<file path="config.mk">
export PLATFORM = sky130hd
export DESIGN_NAME = id_stage_pipelined_flat
export DESIGN_NICKNAME = d
export VERILOG_FILES = /design/src/rtl/riscv_pkg.sv /design/src/rtl/id_stage_pipelined_if.sv /design/src/rtl/id_regfile.sv /design/src/rtl/id_stage_pipelined.sv /design/src/flat_wrapper.sv
export SDC_FILE = /design/constraint.sdc
export NUM_CORES = 2
export LEC_CHECK = 0
export ABC_AREA = 0
export ABC_CLOCK_PERIOD_IN_PS = 42300
export BUFFER_PORTS_ARGS = -buffer_cell sky130_fd_sc_hd__buf_2
export CAP_MARGIN = 20
export CELL_PAD_IN_SITES_DETAIL_PLACEMENT = 0
export CELL_PAD_IN_SITES_GLOBAL_PLACEMENT = 1
export CORE_UTILIZATION = 39
export CTS_BUF_LIST = sky130_fd_sc_hd__clkbuf_8
export CTS_CLUSTER_DIAMETER = 60
export CTS_CLUSTER_SIZE = 10
export DETAILED_ROUTE_END_ITERATION = 12
export GPL_ROUTABILITY_DRIVEN = 0
export PLACE_DENSITY = 0.73
export SYNTH_ARGS = -nofsm -noshare
export SYNTH_HDL_FRONTEND = slang
export SYNTH_SLANG_ARGS = --single-unit
export TNS_END_PERCENT = 50
</file>
<file path="constraint.sdc">
create_clock -name clk -period 42.3 [get_ports clk]
set_clock_uncertainty 0.1 [all_clocks]
set_input_delay 0 -clock clk [delete_from_list [all_inputs] [get_ports clk]]
set_output_delay 0 -clock clk [all_outputs]
set_load 0.005 [all_outputs]
</file>
<file path="src/rtl/riscv_pkg.sv">
// Shared RISC-V decode definitions: opcodes, ALU op classes, hazard FSM states,
// immediate formats and the decoded control bundle.
package riscv_pkg;

    localparam logic [6:0] OP_LOAD   = 7'h03;
    localparam logic [6:0] OP_IMM    = 7'h13;
    localparam logic [6:0] OP_AUIPC  = 7'h17;
    localparam logic [6:0] OP_STORE  = 7'h23;
    localparam logic [6:0] OP_REG    = 7'h33;
    localparam logic [6:0] OP_LUI    = 7'h37;
    localparam logic [6:0] OP_BRANCH = 7'h63;
    localparam logic [6:0] OP_JALR   = 7'h67;
    localparam logic [6:0] OP_JAL    = 7'h6F;

    localparam logic [1:0] ALU_ADD = 2'b00;
    localparam logic [1:0] ALU_BR  = 2'b01;
    localparam logic [1:0] ALU_R   = 2'b10;
    localparam logic [1:0] ALU_I   = 2'b11;

    typedef enum logic {ST_RUN = 1'b0, ST_STALL = 1'b1} state_t;

    typedef enum logic [2:0] {FMT_R, FMT_I, FMT_S, FMT_B, FMT_U, FMT_J, FMT_X} fmt_t;

    typedef struct packed {
        logic       memread;
        logic       memtoreg;
        logic       memwrite;
        logic       regwrite;
        logic       branch;
        logic       alusrc;
        logic [1:0] aluop;
    } ctrl_t;

    function automatic fmt_t opc_fmt(input logic [6:0] opc);
        case (opc)
            OP_REG:                    return FMT_R;
            OP_IMM, OP_LOAD, OP_JALR:  return FMT_I;
            OP_STORE:                  return FMT_S;
            OP_BRANCH:                 return FMT_B;
            OP_LUI, OP_AUIPC:          return FMT_U;
            OP_JAL:                    return FMT_J;
            default:                   return FMT_X;
        endcase
    endfunction

endpackage

</file>
<file path="src/rtl/id_stage_pipelined_if.sv">
// IF->ID handshake and ID/EX register contents toward EX.
interface id_stage_pipelined_if #(
    parameter int XLEN = 32
);
    logic            if_valid;
    logic            if_ready;
    logic [XLEN-1:0] pc_in;
    logic [31:0]     instr_in;
    logic            ex_ready;

    logic            id_valid;
    logic [XLEN-1:0] id_pc, id_imm, id_rs1_data, id_rs2_data;
    logic [4:0]      id_rs1, id_rs2, id_rd;
    logic [2:0]      id_funct3;
    logic [6:0]      id_funct7, id_opcode;
    logic            id_memread, id_memtoreg, id_memwrite, id_regwrite;
    logic            id_branch, id_alusrc, id_illegal;
    logic [1:0]      id_aluop;

    modport slave (
        input  if_valid, pc_in, instr_in, ex_ready,
        output if_ready, id_valid, id_pc, id_imm, id_rs1_data, id_rs2_data,
               id_rs1, id_rs2, id_rd, id_funct3, id_funct7, id_opcode,
               id_memread, id_memtoreg, id_memwrite, id_regwrite,
               id_branch, id_alusrc, id_illegal, id_aluop
    );

    modport master (
        output if_valid, pc_in, instr_in, ex_ready,
        input  if_ready, id_valid, id_pc, id_imm, id_rs1_data, id_rs2_data,
               id_rs1, id_rs2, id_rd, id_funct3, id_funct7, id_opcode,
               id_memread, id_memtoreg, id_memwrite, id_regwrite,
               id_branch, id_alusrc, id_illegal, id_aluop
    );
endinterface

</file>
<file path="src/rtl/id_regfile.sv">
// Two-read/one-write register file with x0 hardwired to zero and optional
// same-cycle WB->read bypass. Out-of-range indices write nothing and read zero.
module id_regfile #(
    parameter int REG_COUNT = 32,
    parameter int XLEN      = 32,
    parameter int BYPASS_EN = 1
) (
    input  logic            clk,
    input  logic            rst,
    input  logic            we,
    input  logic [4:0]      wa,
    input  logic [XLEN-1:0] wd,
    input  logic [4:0]      ra1,
    input  logic [4:0]      ra2,
    output logic [XLEN-1:0] rd1,
    output logic [XLEN-1:0] rd2
);
    localparam int         IW  = $clog2(REG_COUNT);
    localparam logic [5:0] RC6 = 6'(REG_COUNT);

    logic [XLEN-1:0] mem [REG_COUNT];
    logic [4:0]      ra [2];
    logic [XLEN-1:0] rdv [2];

    always_ff @(posedge clk or posedge rst) begin
        if (rst) begin
            for (int i = 0; i < REG_COUNT; i++) mem[i] <= '0;
        end else if (we && wa != 5'd0 && {1'b0, wa} < RC6) begin
            mem[wa[IW-1:0]] <= wd;
        end
    end

    assign ra[0] = ra1;
    assign ra[1] = ra2;

    always_comb begin
        for (int p = 0; p < 2; p++) begin
            rdv[p] = mem[ra[p][IW-1:0]];
            if (BYPASS_EN != 0 && we && wa == ra[p]) rdv[p] = wd;
            if (ra[p] == 5'd0 || {1'b0, ra[p]} >= RC6) rdv[p] = '0;
        end
    end

    assign rd1 = rdv[0];
    assign rd2 = rdv[1];
endmodule

</file>
<file path="src/rtl/id_stage_pipelined.sv">
// RISC-V decode stage with built-in ID/EX register: decode, regfile read,
// immediate generation and a load-use stall FSM with a programmable bubble count.
module id_stage_pipelined
    import riscv_pkg::*;
#(
    parameter int XLEN       = 32,
    parameter int REG_COUNT  = 32,
    parameter int LOAD_DELAY = 1,
    parameter int BYPASS_EN  = 1
) (
    input  logic                 clk,
    input  logic                 rst,
    id_stage_pipelined_if.slave  bus,
    input  logic                 wb_we,
    input  logic [4:0]           wb_rd,
    input  logic [XLEN-1:0]      wb_data,
    input  logic                 ex_memread,
    input  logic [4:0]           ex_rd,
    input  logic                 flush
);
    localparam logic [5:0] RC6 = 6'(REG_COUNT);
    localparam int         CW  = (LOAD_DELAY > 1) ? $clog2(LOAD_DELAY) : 1;

    typedef struct packed {
        logic            valid;
        logic [XLEN-1:0] pc, imm, rs1_data, rs2_data;
        logic [4:0]      rs1, rs2, rd;
        logic [2:0]      funct3;
        logic [6:0]      funct7, opcode;
        ctrl_t           ctrl;
        logic            illegal;
    } idex_t;

    logic [31:0]     instr, imm32;
    logic [6:0]      opcode;
    logic [4:0]      rs1, rs2, rd;
    fmt_t            fmt;
    logic            rs1_used, rs2_used, rd_used, illegal, hazard;
    logic [XLEN-1:0] rs1_data, rs2_data;
    ctrl_t           ctrl;
    state_t          state, state_n;
    logic [CW-1:0]   cnt, cnt_n;
    logic            if_rdy, take, bubble;
    idex_t           idex;

    assign instr  = bus.instr_in;
    assign opcode = instr[6:0];
    assign rd     = instr[11:7];
    assign rs1    = instr[19:15];
    assign rs2    = instr[24:20];
    assign fmt    = opc_fmt(opcode);

    assign rs1_used = fmt inside {FMT_R, FMT_I, FMT_S, FMT_B};
    assign rs2_used = fmt inside {FMT_R, FMT_S, FMT_B};
    assign rd_used  = fmt inside {FMT_R, FMT_I, FMT_U, FMT_J};

    assign illegal = (fmt == FMT_X)
                   || (rs1_used && {1'b0, rs1} >= RC6)
                   || (rs2_used && {1'b0, rs2} >= RC6)
                   || (rd_used  && {1'b0, rd}  >= RC6);

    id_regfile #(.REG_COUNT(REG_COUNT), .XLEN(XLEN), .BYPASS_EN(BYPASS_EN)) u_rf (
        .clk (clk),
        .rst (rst),
        .we  (wb_we),
        .wa  (wb_rd),
        .wd  (wb_data),
        .ra1 (rs1),
        .ra2 (rs2),
        .rd1 (rs1_data),
        .rd2 (rs2_data)
    );

    always_comb begin
        imm32 = '0;
        case (fmt)
            FMT_I: imm32 = {{20{instr[31]}}, instr[31:20]};
            FMT_S: imm32 = {{20{instr[31]}}, instr[31:25], instr[11:7]};
            FMT_B: imm32 = {{19{instr[31]}}, instr[31], instr[7], instr[30:25], instr[11:8], 1'b0};
            FMT_U: imm32 = {instr[31:12], 12'b0};
            FMT_J: imm32 = {{11{instr[31]}}, instr[31], instr[19:12], instr[20], instr[30:21], 1'b0};
            default: imm32 = '0;
        endcase
    end

    // Jumps are flagged as branches so EX treats them as control transfers.
    always_comb begin
        ctrl = '0;
        case (opcode)
            OP_LOAD:   begin ctrl.memread = 1'b1; ctrl.memtoreg = 1'b1; ctrl.regwrite = 1'b1;
                             ctrl.alusrc = 1'b1; ctrl.aluop = ALU_ADD; end
            OP_STORE:  begin ctrl.memwrite = 1'b1; ctrl.alusrc = 1'b1; ctrl.aluop = ALU_ADD; end
            OP_BRANCH: begin ctrl.branch = 1'b1; ctrl.aluop = ALU_BR; end
            OP_REG:    begin ctrl.regwrite = 1'b1; ctrl.aluop = ALU_R; end
            OP_IMM:    begin ctrl.regwrite = 1'b1; ctrl.alusrc = 1'b1; ctrl.aluop = ALU_I; end
            OP_LUI, OP_AUIPC:
                       begin ctrl.regwrite = 1'b1; ctrl.alusrc = 1'b1; ctrl.aluop = ALU_ADD; end
            OP_JAL, OP_JALR:
                       begin ctrl.regwrite = 1'b1; ctrl.branch = 1'b1; ctrl.alusrc = 1'b1;
                             ctrl.aluop = ALU_ADD; end
            default:   ctrl = '0;
        endcase
    end

    assign hazard = ex_memread && ex_rd != 5'd0 && bus.if_valid
                 && ((ex_rd == rs1 && rs1_used) || (ex_rd == rs2 && rs2_used));

    always_ff @(posedge clk or posedge rst) begin
        if (rst) begin
            state <= ST_RUN;
            cnt   <= '0;
        end else begin
            state <= state_n;
            cnt   <= cnt_n;
        end
    end

    always_comb begin
        state_n = state;
        cnt_n   = cnt;
        if (flush) begin
            state_n = ST_RUN;
            cnt_n   = '0;
        end else if (bus.ex_ready) begin
            case (state)
                ST_RUN: if (hazard && LOAD_DELAY > 1) begin
                    state_n = ST_STALL;
                    cnt_n   = CW'(LOAD_DELAY - 1);
                end
                ST_STALL: if (cnt == CW'(1)) begin
                    state_n = ST_RUN;
                    cnt_n   = '0;
                end else begin
                    cnt_n = cnt - 1'b1;
                end
                default: state_n = ST_RUN;
            endcase
        end
    end

    // Any EX-ready cycle that does not accept an instruction shifts in a bubble.
    always_comb begin
        if_rdy = bus.ex_ready && state == ST_RUN && !hazard && !flush;
        take   = bus.if_valid && if_rdy;
        bubble = flush || (bus.ex_ready && !take);
    end

    always_ff @(posedge clk or posedge rst) begin
        if (rst) begin
            idex <= '0;
        end else if (take) begin
            idex.valid    <= 1'b1;
            idex.pc       <= bus.pc_in;
            idex.imm      <= XLEN'($signed(imm32));
            idex.rs1_data <= rs1_data;
            idex.rs2_data <= rs2_data;
            idex.rs1      <= rs1;
            idex.rs2      <= rs2;
            idex.rd       <= rd;
            idex.funct3   <= instr[14:12];
            idex.funct7   <= instr[31:25];
            idex.opcode   <= opcode;
            idex.ctrl     <= ctrl;
            idex.illegal  <= illegal;
        end else if (bubble) begin
            idex.valid   <= 1'b0;
            idex.ctrl    <= '0;
            idex.illegal <= 1'b0;
        end
    end

    assign bus.if_ready    = if_rdy;
    assign bus.id_valid    = idex.valid;
    assign bus.id_pc       = idex.pc;
    assign bus.id_imm      = idex.imm;
    assign bus.id_rs1_data = idex.rs1_data;
    assign bus.id_rs2_data = idex.rs2_data;
    assign bus.id_rs1      = idex.rs1;
    assign bus.id_rs2      = idex.rs2;
    assign bus.id_rd       = idex.rd;
    assign bus.id_funct3   = idex.funct3;
    assign bus.id_funct7   = idex.funct7;
    assign bus.id_opcode   = idex.opcode;
    assign bus.id_memread  = idex.ctrl.memread;
    assign bus.id_memtoreg = idex.ctrl.memtoreg;
    assign bus.id_memwrite = idex.ctrl.memwrite;
    assign bus.id_regwrite = idex.ctrl.regwrite;
    assign bus.id_branch   = idex.ctrl.branch;
    assign bus.id_alusrc   = idex.ctrl.alusrc;
    assign bus.id_aluop    = idex.ctrl.aluop;
    assign bus.id_illegal  = idex.illegal;
endmodule

</file>
<file path="src/flat_wrapper.sv">
// flat-port wrapper written by rule: the top's interface ports become plain ports
module id_stage_pipelined_flat import riscv_pkg::*;
#(
    parameter int XLEN       = 32,
    parameter int REG_COUNT  = 32,
    parameter int LOAD_DELAY = 1,
    parameter int BYPASS_EN  = 1
)
  (clk, rst, wb_we, wb_rd, wb_data, ex_memread, ex_rd, flush, bus_if_valid, bus_pc_in, bus_instr_in, bus_ex_ready, bus_if_ready, bus_id_valid, bus_id_pc, bus_id_imm, bus_id_rs1_data, bus_id_rs2_data, bus_id_rs1, bus_id_rs2, bus_id_rd, bus_id_funct3, bus_id_funct7, bus_id_opcode, bus_id_memread, bus_id_memtoreg, bus_id_memwrite, bus_id_regwrite, bus_id_branch, bus_id_alusrc, bus_id_illegal, bus_id_aluop);
  id_stage_pipelined_if #(.XLEN(XLEN)) bus_i ();
  input  logic clk;
  input  logic rst;
  input  logic wb_we;
  input  logic [4:0] wb_rd;
  input  logic [XLEN-1:0] wb_data;
  input  logic ex_memread;
  input  logic [4:0] ex_rd;
  input  logic flush;
  input wire logic [$bits(bus_i.if_valid)-1:0] bus_if_valid;
  input wire logic [$bits(bus_i.pc_in)-1:0] bus_pc_in;
  input wire logic [$bits(bus_i.instr_in)-1:0] bus_instr_in;
  input wire logic [$bits(bus_i.ex_ready)-1:0] bus_ex_ready;
  output wire logic [$bits(bus_i.if_ready)-1:0] bus_if_ready;
  output wire logic [$bits(bus_i.id_valid)-1:0] bus_id_valid;
  output wire logic [$bits(bus_i.id_pc)-1:0] bus_id_pc;
  output wire logic [$bits(bus_i.id_imm)-1:0] bus_id_imm;
  output wire logic [$bits(bus_i.id_rs1_data)-1:0] bus_id_rs1_data;
  output wire logic [$bits(bus_i.id_rs2_data)-1:0] bus_id_rs2_data;
  output wire logic [$bits(bus_i.id_rs1)-1:0] bus_id_rs1;
  output wire logic [$bits(bus_i.id_rs2)-1:0] bus_id_rs2;
  output wire logic [$bits(bus_i.id_rd)-1:0] bus_id_rd;
  output wire logic [$bits(bus_i.id_funct3)-1:0] bus_id_funct3;
  output wire logic [$bits(bus_i.id_funct7)-1:0] bus_id_funct7;
  output wire logic [$bits(bus_i.id_opcode)-1:0] bus_id_opcode;
  output wire logic [$bits(bus_i.id_memread)-1:0] bus_id_memread;
  output wire logic [$bits(bus_i.id_memtoreg)-1:0] bus_id_memtoreg;
  output wire logic [$bits(bus_i.id_memwrite)-1:0] bus_id_memwrite;
  output wire logic [$bits(bus_i.id_regwrite)-1:0] bus_id_regwrite;
  output wire logic [$bits(bus_i.id_branch)-1:0] bus_id_branch;
  output wire logic [$bits(bus_i.id_alusrc)-1:0] bus_id_alusrc;
  output wire logic [$bits(bus_i.id_illegal)-1:0] bus_id_illegal;
  output wire logic [$bits(bus_i.id_aluop)-1:0] bus_id_aluop;
  assign bus_i.if_valid = bus_if_valid;
  assign bus_i.pc_in = bus_pc_in;
  assign bus_i.instr_in = bus_instr_in;
  assign bus_i.ex_ready = bus_ex_ready;
  assign bus_if_ready = bus_i.if_ready;
  assign bus_id_valid = bus_i.id_valid;
  assign bus_id_pc = bus_i.id_pc;
  assign bus_id_imm = bus_i.id_imm;
  assign bus_id_rs1_data = bus_i.id_rs1_data;
  assign bus_id_rs2_data = bus_i.id_rs2_data;
  assign bus_id_rs1 = bus_i.id_rs1;
  assign bus_id_rs2 = bus_i.id_rs2;
  assign bus_id_rd = bus_i.id_rd;
  assign bus_id_funct3 = bus_i.id_funct3;
  assign bus_id_funct7 = bus_i.id_funct7;
  assign bus_id_opcode = bus_i.id_opcode;
  assign bus_id_memread = bus_i.id_memread;
  assign bus_id_memtoreg = bus_i.id_memtoreg;
  assign bus_id_memwrite = bus_i.id_memwrite;
  assign bus_id_regwrite = bus_i.id_regwrite;
  assign bus_id_branch = bus_i.id_branch;
  assign bus_id_alusrc = bus_i.id_alusrc;
  assign bus_id_illegal = bus_i.id_illegal;
  assign bus_id_aluop = bus_i.id_aluop;
  id_stage_pipelined #(.XLEN(XLEN), .REG_COUNT(REG_COUNT), .LOAD_DELAY(LOAD_DELAY), .BYPASS_EN(BYPASS_EN)) u_core (.clk(clk), .rst(rst), .bus(bus_i), .wb_we(wb_we), .wb_rd(wb_rd), .wb_data(wb_data), .ex_memread(ex_memread), .ex_rd(ex_rd), .flush(flush));
endmodule
</file>
==> Word level (Yosys, flattened, before mapping) <==
Index checks and enable logic that the tools add are counted.
{ "totals": {"wordCells": 149, "register_bits": 1196, "output_inout_bits": 171} }
{ "classes": {"magnitude_cmp": 4, "n_eq_ne": 19, "n_mux": 33, "bitwise": 4, "n_reduce_logical": 35, "addsub": 1} }
{ "ops": {"columns": ["cell", "n"], "rows": [
  ["1024-bit bitwise mux", 1],
  ["32-bit binary-select mux with 5-bit select", 2],
  ["32-bit 2-to-1 mux", 9],
  ["32-bit demux with 5-bit select", 1],
  ["32-bit one-hot mux with 5 select lines", 1],
  ["7-bit by 6-bit equality test with 1-bit output, second input constant", 3],
  ["7-bit equality test, second input constant", 3],
  ["5-bit equality test", 4],
  ["6-bit >= comparator, second input constant", 3],
  ["9-bit 2-to-1 mux", 2],
  ["5-bit inverter with 6-bit output", 3],
  ["3-bit one-hot mux with 6 select lines", 1],
  ["7-bit by 5-bit equality test with 1-bit output, second input constant", 2],
  ["1-bit logical AND", 14],
  ["1-bit 2-to-1 mux", 14],
  ["7-bit OR reduction", 2],
  ["5-bit zero test", 2],
  ["5-bit nonzero test", 2],
  ["3-bit equality test, second input constant", 3],
  ["7-bit by 2-bit equality test with 1-bit output, second input constant", 1],
  ["3-bit by 2-bit equality test with 1-bit output, second input constant", 2],
  ["6-bit by 1-bit less-than comparator with 1-bit output, second input constant", 1],
  ["2-bit one-hot mux with 3 select lines", 1],
  ["2-bit nonzero test", 3],
  ["other kinds (12)", 16]
]} }

==> Depth between registers and ports, before layout <==
{ "depth": {"word_depth": 17, "mapped_depth": 13} }

==> Hierarchy <==
A second synthesis with hierarchy kept.
{ "hier_totals": {"cells_unflattened": 4499, "area_unflattened_um2": 63181.8} }
{ "modules_own_cells": {"columns": ["module", "area_per_inst_um2", "seq_area_each_um2", "cells_per_inst", "n_inst"], "rows": [
  ["id_regfile", 55448.2, 25624.6, 3975, 1],
  ["id_stage_pipelined", 7733.7, 4279.1, 524, 1]
]} }

==> Least setup slack after synthesis <==
No wires, ideal clock.
{ "synth_path": {"path_kind": "input to register", "startpoint": "input port bus_instr_in[3]", "endpoint": "register u_core.idex (netlist bit u_core.bus.id_pc[10])", "t_arrival_ns": 2.347, "t_required_ns": 42.075, "path_stages": 10, "setup_ns": 0.125, "slack_ns": 39.728, "path_cell_list": "buf_4 > nand3b_4 > o32a_1 > ha_1 > mux2_2 > o2111ai_2 > a211oi_2 > nor2_4 > buf_4 > mux2_2"} }
{ "synth_between": {"elab_chain_len": 12, "word_cells_on_any_way": 26} }
{ "synth_rtl": {"columns": ["element", "line_no", "text"], "rows": [
  ["start, declared", "flat_wrapper.sv:21", "input wire logic [$bits(bus_i.instr_in)-1:0] bus_instr_in;"],
  ["7-bit by 5-bit equality test with 1-bit output, or another cell as far along", "riscv_pkg.sv:35", "case (opc)"],
  ["3-bit OR reduction / 2-bit OR reduction (equally long branches)", null, null],
  ["3-bit one-hot mux with 6 select lines (*)", "riscv_pkg.sv:35", null],
  ["3-bit by 1-bit equality test with 1-bit output, or another cell as far along", "id_stage_pipelined.sv:53", "assign rs1_used = fmt inside {FMT_R, FMT_I, FMT_S, FMT_B};"],
  ["4-bit nonzero test / 3-bit nonzero test (equally long branches)", "id_stage_pipelined.sv:53, id_stage_pipelined.sv:54", null],
  ["1-bit logical AND", "id_stage_pipelined.sv:106", "&& ((ex_rd == rs1 && rs1_used) || (ex_rd == rs2 && rs2_used));"],
  ["1-bit logical OR (*)", "id_stage_pipelined.sv:106", null],
  ["1-bit logical AND (*)", "id_stage_pipelined.sv:106", null],
  ["1-bit zero test (*)", "id_stage_pipelined.sv:143", "if_rdy = bus.ex_ready && state == ST_RUN && !hazard && !flush;"],
  ["1-bit logical AND (*) (2 in a row)", "id_stage_pipelined.sv:143", null],
  ["1-bit logical AND (*)", "id_stage_pipelined.sv:144", "take = bus.if_valid && if_rdy;"],
  ["end, declared", "id_stage_pipelined.sv:44", "idex_t idex;"]
]} }
Every way passes the cells marked *; elsewhere a longest branch is shown, timed or not.
A chain may end at the register's enable or synchronous reset.

==> Final worst setup path <==
{ "layout_path": {"startpoint": "input port bus_instr_in[3]", "endpoint": "register u_core.idex (netlist bit u_core.bus.id_rs1_data[18])"} }
Same word-level chain as after synthesis.

==> flow_metrics.py <==
metrics = {
    "status": {
        "status": "finished, violations left",
        "failed_checks": "negative hold slack",
    },
    "timing": {
        "hold_violations": 1,
        "setup_viol": 0,
        "finalMaxSlewViolations": 0,
        "fin_crit_sh_pct": 12.37,
        "rsz0062_at_grt": "no",
        "tightest_slew_ns": 1.162,
        "whs_ns": -0.01026,
        "fmax_mhz": 191.1,
        "slew_headroom_pct": 22.56,
        "period_needed_ns": 5.232,
        "fin_setup_tns_ns": 0,
    },
    "worst_setup_path": {
        "path_class": "in2reg",
        "reg2reg_from": "u_core.state",
        "r2r_slack_ns": 38.95,
        "startpoint": "bus_instr_in[3]",
        "cp-start-kind": "input port",
        "worstPathArrival_ns": 5.90,
        "endpoint_kind": "flip-flop",
        "crit_path_max_fanout": 35,
        "worstPathRequired_ns": 42.97,
        "r2r_cells": 6,
    },
    "global_routing": {
        "met1_usage_pct": 36.84,
        "busiest_layer": "met2",
        "met2_usage_pct": 41.22,
        "met3_usage_pct": 6.680,
        "grtUsageTotal_pct": 26.85,
        "antenna_found_initial": 18,
        "grt_start_max_net_pins": 131,
        "grt_pass1_vias": 43090,
        "grt.overflow.total": 0,
        "grt_pass1_wl_mm": 306.5,
    },
    "drt": {
        "detailroute.via_count": 43078,
        "wire_per_inst_um": 29.88,
        "wirelength_mm": 208.3,
        "drc": 0,
        "antenna_left": 0,
        "drt_iter0_drc": 4560,
        "vias_per_cell": 6.180,
        "drt_pass1_iterations": 5,
    },
    "logic_synthesis": {
        "synth_ff_type": "dfrtp_1",
        "seq_area_frac_synth_pct": 49.99,
        "synth-seq-cells": 1195,
        "yosysWarningCount": 0,
        "yosys-mux-area-fraction_pct": 30.59,
        "synth_area_leaders": "dfrtp_1 50%, mux4_2 19%, mux2_2 11%",
        "synthArstFlopShare_pct": 100.0,
        "synth_nets": 4753,
        "yosysTopAreaCell": "dfrtp_1",
        "synth_compound_area_share_pct": 10.33,
        "synth_top_family_by_area": "multiplexers",
        "synth_edf_count": 0,
        "synth.avg_cell_area_sq_um": 12.90,
        "synth_fa_ha_area_share_pct": 0.02092,
        "synth_xor_area_share_pct": 0.2782,
        "synth_top_cell_area_share_pct": 49.99,
        "synth.most_common_cell": "dfrtp_1",
        "synth_commonest_cells": "1195 x dfrtp_1, 621 x nand2_1, 608 x mux2_2, 524 x o21ai_0, 503 x mux4_2",
        "synth-simple-area-share_pct": 5.208,
        "syn-instance-count": 4639,
        "netlist_area_sq_mm": 0.05982,
        "synth_cell_types": 65,
    },
    "die": {
        "initial_core_util_pct": 39.34,
        "rows": 143,
        "core_area_sq_mm": 0.1521,
        "ios": 284,
        "die_y_um": 393.7,
        "die-area_sq_mm": 0.1550,
        "fp.dieW_um": 393.7,
    },
    "place": {
        "portBuffers": 283,
        "dp_hpwl_mm": 121.0,
    },
    "power_and_ir_drop": {
        "peakVddDrop_uv": 29.37,
        "p_leak_uw": 0.02889,
        "p_per_area_mw_per_mm2": 43.13,
        "power_uw": 2910,
    },
    "clock_network": {
        "cts.repair.resized": 0,
        "cts_sinks": 1195,
        "worstSkewPairLatency_ns": 0.92,
        "cts_tree": "done",
        "numCtsBuffers": 141,
        "clock_tree.root_cell": "clkbuf_8",
        "cts_max_path_buffers": 3,
        "cts_max_level": 4,
        "clk_pin_slew_ns": 0.08,
    },
    "final_layout": {
        "syn_to_final_growth_pct": 12.77,
        "final_nets": 5019,
        "drive_above_1_share_pct": 34.87,
    },
    "hold_path": {
        "hold_path_class": "in2reg",
        "hold_depth": 7,
        "worstHoldStart": "ex_rd[2]",
    },
    "flow_run": {
        "maxCapViolCount": 0,
    },
}
-- layout make-up --
class / instances / area (sq um)
clock buffer: 151 / 2078
fill: 13756 / 84620
clock inverter: 22 / 207.7
inverter: 41 / 161.4
antenna: 6 / 15.01
timing repair buffer: 601 / 4512
multi-input combinational: 2925 / 28050
tap: 2030 / 2540
sequential: 1195 / 29900
-- layer usage --
metal	routed length, um	up-vias
li1	-	17829
met1	86060	22611
met2	95420	2140
met3	18720	476
met4	7941	22
met5	161	-
-- worst max-delay path, stage by stage --
cell and delay, ns:
dlygate4sd3_1 0.53, dlygate4sd3_1 0.56, buf_2 0.16, nand3b_4 0.15, dlygate4sd3_1 0.69, o32a_1 0.44, ha_1 0.26, mux2_2 0.33
o2111ai_2 0.19, dlygate4sd3_1 0.63, a211oi_4 0.09, nor2_4 0.20, buf_4 0.56, buf_4 0.64, mux2_2 0.40
-- worst paths after layout --
path	to
max reg2reg	u_core.bus.id_imm[10]
min reg2reg	u_core.u_rf.mem[999]
max	u_core.bus.id_rs1_data[18]
min	u_core.bus.id_imm[11]
max in group asynchronous	u_core.u_rf.mem[337]
min in group asynchronous	u_core.u_rf.mem[129]
-- what timing repair did --
item / 4_1_cts / 5_1_grt
hold buffers: 219 / 1
hold endpoints to repair: 1301 / 1
buffers inserted: 0 / 0
-- state kept, by name, summed over array words and instances (netlist names) --
name                    flops
u_core.bus.id_regwrite      1
u_core.bus.id_rs1_data     32
u_core.bus.id_rs1           5
u_core.u_rf.mem          1024
u_core.bus.id_memtoreg      1
u_core.bus.id_funct3        3
u_core.bus.id_imm          32
u_core.bus.id_aluop         2
u_core.state                1
u_core.bus.id_memwrite      1
u_core.bus.id_branch        1
u_core.bus.id_pc           32
u_core.bus.id_rs2           5
u_core.cnt                  1
u_core.bus.id_illegal       1
u_core.bus.id_valid         1
u_core.bus.id_funct7        7
u_core.bus.id_alusrc        1
u_core.bus.id_rs2_data     32
u_core.bus.id_opcode        7
u_core.bus.id_rd            5
-- power by group --
| group | switching, uW | internal [uW] | leakage, uW |
|---|---|---|---|
| sequential | 163 | 1350 | 0.0154 |
| combinational | 281 | 349 | 0.0123 |
| clock | 431 | 335 | 0.00119 |
-- kinds of logic after synthesis --
group | Yosys count
mux | 1123
buf+inv | 519
compound gates | 1013
simple gates | 769
fa+ha+maj | 1
xor+xnor | 19
flops | 1195
-- cell usage in the layout, fill, tap and decap left out, types with 8 or more instances in the layout --
cell type	synthesis	routed
dfrtp_1	1195	1195
buf_4	13	93
clkbuf_8	0	151
a22o_1	55	55
nand3_1	10	10
xor2_1	13	13
a221oi_1	32	32
o21ai_0	524	524
o221ai_1	26	26
buf_2	103	278
a22oi_1	155	155
nor3_1	34	34
inv_1	41	46
mux2_2	608	608
a211oi_1	8	8
mux4_2	503	503
a21oi_1	102	101
o31ai_1	14	14
nand2_2	0	15
dlygate4sd3_1	0	219
a2bb2oi_1	12	12
o2bb2ai_1	11	11
nor2_4	1	19
mux2i_1	9	9
nor2_1	60	41
nand2_1	621	606
o22ai_1	53	53
-- stage by stage --
step                      instances  hold WS (ns)  util [%]  setup slack [ns]  area, sq um
after global placement         6566        0.1219     41.30             37.51        62810
after CTS                      6960     0.0002489     44.29             36.44        67360
after detailed placement       6568        0.1258     41.34             37.52        62870
after global routing           6968       0.03301     44.35             36.99        67460
after floorplan                4639      -0.04865         -             8.535        59820
final                          6971      -0.01026     44.36             37.07        67460
Note: power is estimated with default switching activity, not from simulation.
